[config.mk]
export PLATFORM = sky130hd
export DESIGN_NAME = axis_noc_packetizer_flat
export DESIGN_NICKNAME = d
export VERILOG_FILES = /design/src/rtl/noc_pkg.sv /design/src/rtl/axis_if.sv /design/src/rtl/axis_noc_packetizer.sv /design/src/flat_wrapper.sv
export SDC_FILE = /design/constraint.sdc
export NUM_CORES = 1
export LEC_CHECK = 0
export BUFFER_PORTS_ARGS = -buffer_cell sky130_fd_sc_hd__buf_2
export CELL_PAD_IN_SITES_DETAIL_PLACEMENT = 0
export CELL_PAD_IN_SITES_GLOBAL_PLACEMENT = 1
export CORE_ASPECT_RATIO = 0.5
export CORE_MARGIN = 2
export CORE_UTILIZATION = 35
export CTS_CLUSTER_SIZE = 40
export DETAILED_ROUTE_END_ITERATION = 12
export PLACE_DENSITY = 0.86
export SLEW_MARGIN = 20
export SYNTH_ARGS = -nofsm -noshare
export SYNTH_HDL_FRONTEND = slang
export SYNTH_SLANG_ARGS = --single-unit
[constraint.sdc]
create_clock -name clk -period 1.93 [get_ports clk]
set_input_delay 0.386 -clock clk [delete_from_list [all_inputs] [get_ports clk]]
set_output_delay 0.386 -clock clk [all_outputs]
set_load 0.05 [all_outputs]
[src/rtl/noc_pkg.sv]
// Shared NoC definitions: header layout, packetizer state encoding and header builder.
package noc_pkg;

   // Field offsets for the default 4x4 mesh (2-bit coordinates).
   localparam int HDR_DEST_X_LSB = 0;
   localparam int HDR_DEST_Y_LSB = 2;
   localparam int HDR_SRC_X_LSB  = 4;
   localparam int HDR_SRC_Y_LSB  = 6;
   localparam int HDR_FIRST_BIT  = 8;
   localparam int HDR_CONT_BIT   = 9;

   // Decoded header view for the default mesh; packed so dest_x lands at bit 0.
   typedef struct packed {
      logic       cont;
      logic       first;
      logic [1:0] src_y;
      logic [1:0] src_x;
      logic [1:0] dest_y;
      logic [1:0] dest_x;
   } noc_hdr_t;

   typedef enum logic [1:0] {
      ST_IDLE     = 2'd0,
      ST_PAYLOAD  = 2'd1,
      ST_HDR_CONT = 2'd2
   } pkt_state_e;

   // Packs a header LSB-first for arbitrary coordinate widths; callers resize to the flit width.
   function automatic logic [63:0] build_header(input int xw, input int yw,
                                                input logic [15:0] dx, input logic [15:0] dy,
                                                input logic [15:0] sx, input logic [15:0] sy,
                                                input logic first, input logic cont);
      logic [63:0] h;
      logic [63:0] mx;
      logic [63:0] my;
      mx = (64'd1 << xw) - 64'd1;
      my = (64'd1 << yw) - 64'd1;
      h  = 64'(dx) & mx;
      h  = h | ((64'(dy) & my) << xw);
      h  = h | ((64'(sx) & mx) << (xw + yw));
      h  = h | ((64'(sy) & my) << (2 * xw + yw));
      h  = h | (64'(first) << (2 * (xw + yw)));
      h  = h | (64'(cont) << (2 * (xw + yw) + 1));
      return h;
   endfunction

endpackage

[src/rtl/axis_if.sv]
// AXI-Stream bundle with master and slave views.
interface axis_if #(
   parameter int DATA_WIDTH = 32,
   parameter int ID_WIDTH   = 4
) ();
   logic [DATA_WIDTH-1:0]   TDATA;
   logic                    TVALID;
   logic                    TREADY;
   logic                    TLAST;
   logic [ID_WIDTH-1:0]     TID;
   logic [DATA_WIDTH/8-1:0] TSTRB;

   modport m (output TDATA, output TVALID, output TLAST, output TID, output TSTRB, input TREADY);
   modport s (input TDATA, input TVALID, input TLAST, input TID, input TSTRB, output TREADY);
endinterface

[src/rtl/axis_noc_packetizer.sv]
// Splits an AXI-Stream burst into NoC packets: one header flit followed by up to
// MAXIMUM_PACKAGES_NUMBER-1 payload flits, continuation packets for long bursts.
//
// state       | meaning
// ------------+---------------------------------------------------------------
// ST_IDLE     | waiting for a burst; first header issued when output is free
// ST_PAYLOAD  | forwarding input beats into the current packet
// ST_HDR_CONT | packet limit hit mid-burst; issue a continuation header
module axis_noc_packetizer
   import noc_pkg::*;
#(
   parameter int DATA_WIDTH              = 32,
   parameter int ID_WIDTH                = 4,
   parameter int MAX_ROUTERS_X           = 4,
   parameter int MAX_ROUTERS_X_WIDTH     = $clog2(MAX_ROUTERS_X),
   parameter int MAX_ROUTERS_Y           = 4,
   parameter int MAX_ROUTERS_Y_WIDTH     = $clog2(MAX_ROUTERS_Y),
   parameter int ROUTER_X                = 0,
   parameter int ROUTER_Y                = 0,
   parameter int MAXIMUM_PACKAGES_NUMBER = 5
) (
   input  logic                           clk,
   input  logic                           rst_n,
   axis_if.s                              in,
   input  logic [MAX_ROUTERS_X_WIDTH-1:0] dest_x,
   input  logic [MAX_ROUTERS_Y_WIDTH-1:0] dest_y,
   axis_if.m                              out,
   output logic                           busy
);

   localparam int STRB_W = DATA_WIDTH / 8;
   localparam int CNT_W  = (MAXIMUM_PACKAGES_NUMBER > 2) ? $clog2(MAXIMUM_PACKAGES_NUMBER) : 1;
   localparam logic [CNT_W-1:0] CNT_LAST = CNT_W'(MAXIMUM_PACKAGES_NUMBER - 2);

   if (DATA_WIDTH < 2 * (MAX_ROUTERS_X_WIDTH + MAX_ROUTERS_Y_WIDTH) + 2) begin : g_chk_width
      $error("axis_noc_packetizer: DATA_WIDTH too small for header");
   end
   if (MAXIMUM_PACKAGES_NUMBER < 2) begin : g_chk_pkg
      $error("axis_noc_packetizer: MAXIMUM_PACKAGES_NUMBER must be >= 2");
   end

   pkt_state_e                     state_q, state_d;
   logic [CNT_W-1:0]               cnt_q, cnt_d;
   logic [MAX_ROUTERS_X_WIDTH-1:0] dest_x_q, dest_x_d;
   logic [MAX_ROUTERS_Y_WIDTH-1:0] dest_y_q, dest_y_d;
   logic [ID_WIDTH-1:0]            tid_q, tid_d;
   logic [DATA_WIDTH-1:0]          data_q, data_d;
   logic                           last_q, last_d;
   logic [ID_WIDTH-1:0]            oid_q, oid_d;
   logic [STRB_W-1:0]              strb_q, strb_d;
   logic                           valid_q, valid_d;
   logic                           out_free;
   logic                           in_ready;

   assign out_free   = !valid_q || out.TREADY;
   assign in.TREADY  = in_ready;
   assign out.TDATA  = data_q;
   assign out.TLAST  = last_q;
   assign out.TID    = oid_q;
   assign out.TSTRB  = strb_q;
   assign out.TVALID = valid_q;
   assign busy       = (state_q != ST_IDLE);

   // Next-state, output-register load and input handshake.
   always_comb begin
      state_d  = state_q;
      cnt_d    = cnt_q;
      dest_x_d = dest_x_q;
      dest_y_d = dest_y_q;
      tid_d    = tid_q;
      data_d   = data_q;
      last_d   = last_q;
      oid_d    = oid_q;
      strb_d   = strb_q;
      valid_d  = valid_q && !out.TREADY;
      in_ready = 1'b0;
      unique case (state_q)
         ST_IDLE: begin
            if (in.TVALID && out_free) begin
               dest_x_d = dest_x;
               dest_y_d = dest_y;
               tid_d    = in.TID;
               data_d   = DATA_WIDTH'(build_header(MAX_ROUTERS_X_WIDTH, MAX_ROUTERS_Y_WIDTH,
                                                   16'(dest_x), 16'(dest_y),
                                                   16'(ROUTER_X), 16'(ROUTER_Y), 1'b1, 1'b0));
               last_d   = 1'b0;
               oid_d    = in.TID;
               strb_d   = '1;
               valid_d  = 1'b1;
               cnt_d    = '0;
               state_d  = ST_PAYLOAD;
            end
         end
         ST_PAYLOAD: begin
            in_ready = out_free;
            if (in.TVALID && out_free) begin
               data_d  = in.TDATA;
               last_d  = in.TLAST || (cnt_q == CNT_LAST);
               oid_d   = tid_q;
               strb_d  = in.TSTRB;
               valid_d = 1'b1;
               cnt_d   = CNT_W'(cnt_q + 1'b1);
               if (in.TLAST) begin
                  cnt_d   = '0;
                  state_d = ST_IDLE;
               end else if (cnt_q == CNT_LAST) begin
                  cnt_d   = '0;
                  state_d = ST_HDR_CONT;
               end
            end
         end
         ST_HDR_CONT: begin
            if (out_free) begin
               data_d  = DATA_WIDTH'(build_header(MAX_ROUTERS_X_WIDTH, MAX_ROUTERS_Y_WIDTH,
                                                  16'(dest_x_q), 16'(dest_y_q),
                                                  16'(ROUTER_X), 16'(ROUTER_Y), 1'b0, 1'b0));
               last_d  = 1'b0;
               oid_d   = tid_q;
               strb_d  = '1;
               valid_d = 1'b1;
               state_d = ST_PAYLOAD;
            end
         end
         default: state_d = ST_IDLE;
      endcase
   end

   // State, latched burst context and the single output register.
   always_ff @(posedge clk or negedge rst_n) begin
      if (!rst_n) begin
         state_q  <= ST_IDLE;
         cnt_q    <= '0;
         dest_x_q <= '0;
         dest_y_q <= '0;
         tid_q    <= '0;
         data_q   <= '0;
         last_q   <= 1'b0;
         oid_q    <= '0;
         strb_q   <= '0;
         valid_q  <= 1'b0;
      end else begin
         state_q  <= state_d;
         cnt_q    <= cnt_d;
         dest_x_q <= dest_x_d;
         dest_y_q <= dest_y_d;
         tid_q    <= tid_d;
         data_q   <= data_d;
         last_q   <= last_d;
         oid_q    <= oid_d;
         strb_q   <= strb_d;
         valid_q  <= valid_d;
      end
   end

endmodule

[src/flat_wrapper.sv]
// flat-port wrapper written by rule: the top's interface ports become plain ports
module axis_noc_packetizer_flat import noc_pkg::*;
#(
   parameter int DATA_WIDTH              = 32,
   parameter int ID_WIDTH                = 4,
   parameter int MAX_ROUTERS_X           = 4,
   parameter int MAX_ROUTERS_X_WIDTH     = $clog2(MAX_ROUTERS_X),
   parameter int MAX_ROUTERS_Y           = 4,
   parameter int MAX_ROUTERS_Y_WIDTH     = $clog2(MAX_ROUTERS_Y),
   parameter int ROUTER_X                = 0,
   parameter int ROUTER_Y                = 0,
   parameter int MAXIMUM_PACKAGES_NUMBER = 5
)
  (clk, rst_n, dest_x, dest_y, busy, in_TDATA, in_TVALID, in_TLAST, in_TID, in_TSTRB, in_TREADY, out_TDATA, out_TVALID, out_TLAST, out_TID, out_TSTRB, out_TREADY);
  axis_if #(.DATA_WIDTH(DATA_WIDTH), .ID_WIDTH(ID_WIDTH)) in_i ();
  axis_if #(.DATA_WIDTH(DATA_WIDTH), .ID_WIDTH(ID_WIDTH)) out_i ();
  input  logic clk;
  input  logic rst_n;
  input  logic [MAX_ROUTERS_X_WIDTH-1:0] dest_x;
  input  logic [MAX_ROUTERS_Y_WIDTH-1:0] dest_y;
  output logic busy;
  input wire logic [$bits(in_i.TDATA)-1:0] in_TDATA;
  input wire logic [$bits(in_i.TVALID)-1:0] in_TVALID;
  input wire logic [$bits(in_i.TLAST)-1:0] in_TLAST;
  input wire logic [$bits(in_i.TID)-1:0] in_TID;
  input wire logic [$bits(in_i.TSTRB)-1:0] in_TSTRB;
  output wire logic [$bits(in_i.TREADY)-1:0] in_TREADY;
  output wire logic [$bits(out_i.TDATA)-1:0] out_TDATA;
  output wire logic [$bits(out_i.TVALID)-1:0] out_TVALID;
  output wire logic [$bits(out_i.TLAST)-1:0] out_TLAST;
  output wire logic [$bits(out_i.TID)-1:0] out_TID;
  output wire logic [$bits(out_i.TSTRB)-1:0] out_TSTRB;
  input wire logic [$bits(out_i.TREADY)-1:0] out_TREADY;
  assign in_i.TDATA = in_TDATA;
  assign in_i.TVALID = in_TVALID;
  assign in_i.TLAST = in_TLAST;
  assign in_i.TID = in_TID;
  assign in_i.TSTRB = in_TSTRB;
  assign in_TREADY = in_i.TREADY;
  assign out_TDATA = out_i.TDATA;
  assign out_TVALID = out_i.TVALID;
  assign out_TLAST = out_i.TLAST;
  assign out_TID = out_i.TID;
  assign out_TSTRB = out_i.TSTRB;
  assign out_i.TREADY = out_TREADY;
  axis_noc_packetizer #(.DATA_WIDTH(DATA_WIDTH), .ID_WIDTH(ID_WIDTH), .MAX_ROUTERS_X(MAX_ROUTERS_X), .MAX_ROUTERS_X_WIDTH(MAX_ROUTERS_X_WIDTH), .MAX_ROUTERS_Y(MAX_ROUTERS_Y), .MAX_ROUTERS_Y_WIDTH(MAX_ROUTERS_Y_WIDTH), .ROUTER_X(ROUTER_X), .ROUTER_Y(ROUTER_Y), .MAXIMUM_PACKAGES_NUMBER(MAXIMUM_PACKAGES_NUMBER)) u_core (.clk(clk), .rst_n(rst_n), .in(in_i), .dest_x(dest_x), .dest_y(dest_y), .out(out_i), .busy(busy));
endmodule
==> out/qor.json <==
{
  "outcome": {
    "run_status": "finished clean"
  },
  "route": {
    "avgViaCountPerCell": 4.98,
    "detail_route.wirelength_mm": 6.31,
    "drt_iter0_drc": 119,
    "vias": 2152,
    "dr.pass1.iters": 4,
    "post_drt_wl_per_cell_um": 14.6,
    "postRouteAntennaNets": 0,
    "post-route-drc-count": 0
  },
  "floorplanning": {
    "floorplan.initialDensity_pct": 37.2,
    "placeableCoreArea_um2": 6880,
    "floorplan.die_area_um2": 8060,
    "num_io_pins": 93,
    "die_y_um": 64.5,
    "die_width_um": 125,
    "placement_rows": 21
  },
  "cells_and_area": {
    "net_count_reported_at_finish": 395,
    "mostFrequentLayoutCell": "sky130_fd_sc_hd__buf_2",
    "layout-drive-gt1-share_pct": 42.4,
    "synthToLayoutAreaGrowth_pct": 27.9,
    "diodes": 0,
    "final_cell_mix": "91 x sky130_fd_sc_hd__buf_2, 55 x sky130_fd_sc_hd__dfrtp_1, 51 x sky130_fd_sc_hd__o21ai_0, 34 x sky130_fd_sc_hd__nand2_1",
    "post-route-cell-area_um2": 3280
  },
  "placed_design": {
    "dpl_cell_area_um2": 3110,
    "place_hpwl_mm": 4.54,
    "place_congestion": 0.764,
    "port_buffers": 92,
    "dp_worst_setup_slack_ns": -0.00498
  },
  "pwr": {
    "p_switching_mw": 3.31,
    "internal_power_mw": 3.13,
    "combinationalPowerShare_pct": 55.5,
    "share_seq_of_total_power_pct": 30.4,
    "power-per-cell-area_nw_per_um2": 1960,
    "power.clock.fraction_pct": 14.1,
    "static-leakage-power_nw": 1.60,
    "power.ir.vdd_worst_mv": 0.574,
    "power.share.switching_pct": 51.4
  },
  "yosys": {
    "netlist_instances": 248,
    "yosys.cell_types.count": 26,
    "yosysWarningCount": 0,
    "syn_nets": 303,
    "synth_area_um2": 2560,
    "average_cell_area_after_synthesis_um2": 10.3,
    "synth-seq-area-share_pct": 53.7,
    "yosys_register_bits": 55
  },
  "clocking": {
    "max-clock-path-buffers": 2,
    "clk_latency_ns": 0.29,
    "clock-sinks": 55,
    "tritoncts_clock_tree": "yes",
    "root_buffer": "sky130_fd_sc_hd__clkbuf_16",
    "cts-buffers-inserted": 5,
    "cts_max_level": 2,
    "worst_setup_hold_path_clk_slew_ns": 0.07,
    "cts_hold_repair.buffers": 0
  },
  "setup_path": {
    "critPathCaptureType": "primary output",
    "regToRegEndpoint": "u_core.out.TDATA[14]",
    "cp_data_arrival_time_ns": 1.46,
    "worst-r2r-setup-slack_ns": 0.19,
    "worst_setup_path_category": "register to primary output",
    "critPathLaunch": "u_core.state_q[1]",
    "critical_path_peak_fanout": 11,
    "worst_r2r_startpoint": "u_core.state_q[0]",
    "critical_path_required_ns": 1.54,
    "critPathLaunchType": "register",
    "worst_r2r_path_depth": 6,
    "capture_point_of_the_worst_path": "in_TREADY"
  },
  "global_route": {
    "grt_pass1_vias": 2085,
    "antenna_violations_before_repair": 0,
    "grtUsageTotal_pct": 15.7,
    "grt_start_max_net_pins": 30,
    "grt_remaining_overflow": 0,
    "grt_first_pass_wirelength_mm": 10.3
  },
  "sta": {
    "fin_worst_skew_ns": 0.00613,
    "least_margin_pin_slew_ns": 0.470,
    "final-max-slew-violation-count": 0,
    "final_worst_slack_ns": 0.0802,
    "timing.fmax_ghz": 0.541,
    "timing.final.setup_violations": 0,
    "report.final.hold_viol_count": 0,
    "relSlewSlack_pct": 68.7,
    "rsz0062_at_grt": "false",
    "fin_crit_sh_pct": 95.8,
    "finalSetupTns_ns": 0,
    "layout_min_cycle_time_ns": 1.85
  },
  "hold_path": {
    "worst_hold_path_class": "input pin to async pin"
  },
  "job": {
    "drv.max_cap_violation_count": 0
  }
}
==> routing by layer <==
| metal | up-vias | GRT usage, % | share of wire [%] |
|---|---|---|---|
| li1 | 1044 | - | - |
| met1 | 1056 | 20.7 | 46 |
| met2 | 48 | 27.0 | 49 |
| met3 | 4 | 3.47 | 3.8 |
| met4 | 0 | 3.33 | 0.49 |
| met5 | - | 0 | 0 |
==> worst max-delay path: stages, from the launching register on <==
cell and delay [ns]:
sky130_fd_sc_hd__dfrtp_1 0.43, sky130_fd_sc_hd__inv_2 0.08, sky130_fd_sc_hd__ha_4 0.18, sky130_fd_sc_hd__buf_6 0.14, sky130_fd_sc_hd__and2_2 0.16, sky130_fd_sc_hd__buf_4 0.18
==> how the worst min path moves through the flow <==
stage	slack [ns]	end	start	cells past startpoint
2_1_floorplan	0.09	u_core.cnt_q[0]	rst_n	0
3_3_place_gp	0.36	u_core.out.TDATA[20]	rst_n	1
3_5_place_dp	0.36	u_core.out.TDATA[15]	rst_n	1
4_1_cts	0.06	u_core.cnt_q[0]	rst_n	1
5_1_grt	0.06	u_core.cnt_q[0]	rst_n	1
6_report	0.04	u_core.out.TDATA[15]	rst_n	1
==> through the flow <==
| step | hold WS, ns | utilization, % | total power, mW | instances |
|---|---|---|---|---|
| 2_1_floorplan | 0.0904 | - | 4.70 | 248 |
| 4_1_cts | 0.0555 | 47.4 | 6.45 | 432 |
| 3_3_place_gp | 0.356 | 45.1 | 5.41 | 424 |
| 6_report | 0.0416 | 47.6 | 6.43 | 432 |
| 3_5_place_dp | 0.363 | 45.1 | 5.52 | 424 |
| 5_1_grt | 0.0643 | 47.6 | 6.81 | 432 |
==> cells in the mapped netlist <==
library cell / count / share of area (%)
sky130_fd_sc_hd__dfrtp_1: 55 / 54
sky130_fd_sc_hd__o21ai_0: 51 / 10
sky130_fd_sc_hd__nand2_1: 34 / 5.0
sky130_fd_sc_hd__o21ai_1: 20 / 3.9
sky130_fd_sc_hd__o21ai_2: 20 / 6.8
sky130_fd_sc_hd__clkbuf_1: 8 / 1.2
sky130_fd_sc_hd__mux2_2: 8 / 3.5
sky130_fd_sc_hd__ha_1: 6 / 2.9
sky130_fd_sc_hd__nor2b_1: 6 / 1.5
sky130_fd_sc_hd__buf_2: 5 / 0.98
sky130_fd_sc_hd__nor2_1: 5 / 0.73
sky130_fd_sc_hd__a22oi_1: 4 / 1.2
sky130_fd_sc_hd__buf_6: 4 / 1.8
sky130_fd_sc_hd__mux2i_1: 4 / 1.6
sky130_fd_sc_hd__inv_1: 3 / 0.44
sky130_fd_sc_hd__nand2b_1: 3 / 0.73
sky130_fd_sc_hd__nand3b_1: 2 / 0.59
sky130_fd_sc_hd__o21a_1: 2 / 0.59
sky130_fd_sc_hd__a21oi_1: 1 / 0.20
sky130_fd_sc_hd__a22oi_4: 1 / 0.83
sky130_fd_sc_hd__and2_1: 1 / 0.24
sky130_fd_sc_hd__nand2b_4: 1 / 0.54
sky130_fd_sc_hd__nand3_1: 1 / 0.20
sky130_fd_sc_hd__nor2_2: 1 / 0.24
sky130_fd_sc_hd__o41ai_1: 1 / 0.34
sky130_fd_sc_hd__or2_4: 1 / 0.34
==> sequential cells by signal (all words and copies together), names as in the netlist <==
name / flops
u_core.out.TDATA: 32
u_core.out.TID: 4
u_core.out.TSTRB: 4
u_core.tid_q: 4
u_core.cnt_q: 3
u_core.dest_x_q: 2
u_core.dest_y_q: 2
u_core.state_q: 2
u_core.out.TLAST: 1
u_core.out.TVALID: 1
==> power groups by stage <==
stage | Clock (mW) | Sequential, mW | Combinational [mW]
3_5_place_dp | 0 | 1.97 | 3.55
3_3_place_gp | 0 | 1.94 | 3.48
2_1_floorplan | 0 | 3.40 | 1.29
4_1_cts | 0.920 | 1.96 | 3.57
6_report | 0.907 | 1.96 | 3.57
5_1_grt | 0.979 | 2.03 | 3.80
==> repair_timing <==
item / in CTS / in global routing
endpoints found under the setup margin: 3 / 21
cloned: 1 / 0
resized for setup: 2 / 4
pin swaps: 1 / 0
setup buffers: 0 / 0
==> logic make-up after synthesis <==
| kind of cell | after synthesis | synth area share (%) |
|---|---|---|
| flops | 55 | 53.7 |
| buf+inv | 20 | 4.35 |
| mux | 12 | 5.08 |
| fa+ha+maj | 6 | 2.93 |
| compound gates | 100 | 23.8 |
| simple gates | 55 | 10.1 |
==> layout make-up <==
cell class	count	area (µm²)
inverter	3	11.3
fill	671	3610
multi-input combinational	174	1100
sequential	55	1380
clock inverter	1	5.00
timing repair buffer	101	534
clock buffer	6	139
tap	92	115
(Power assumes the default switching activity.)
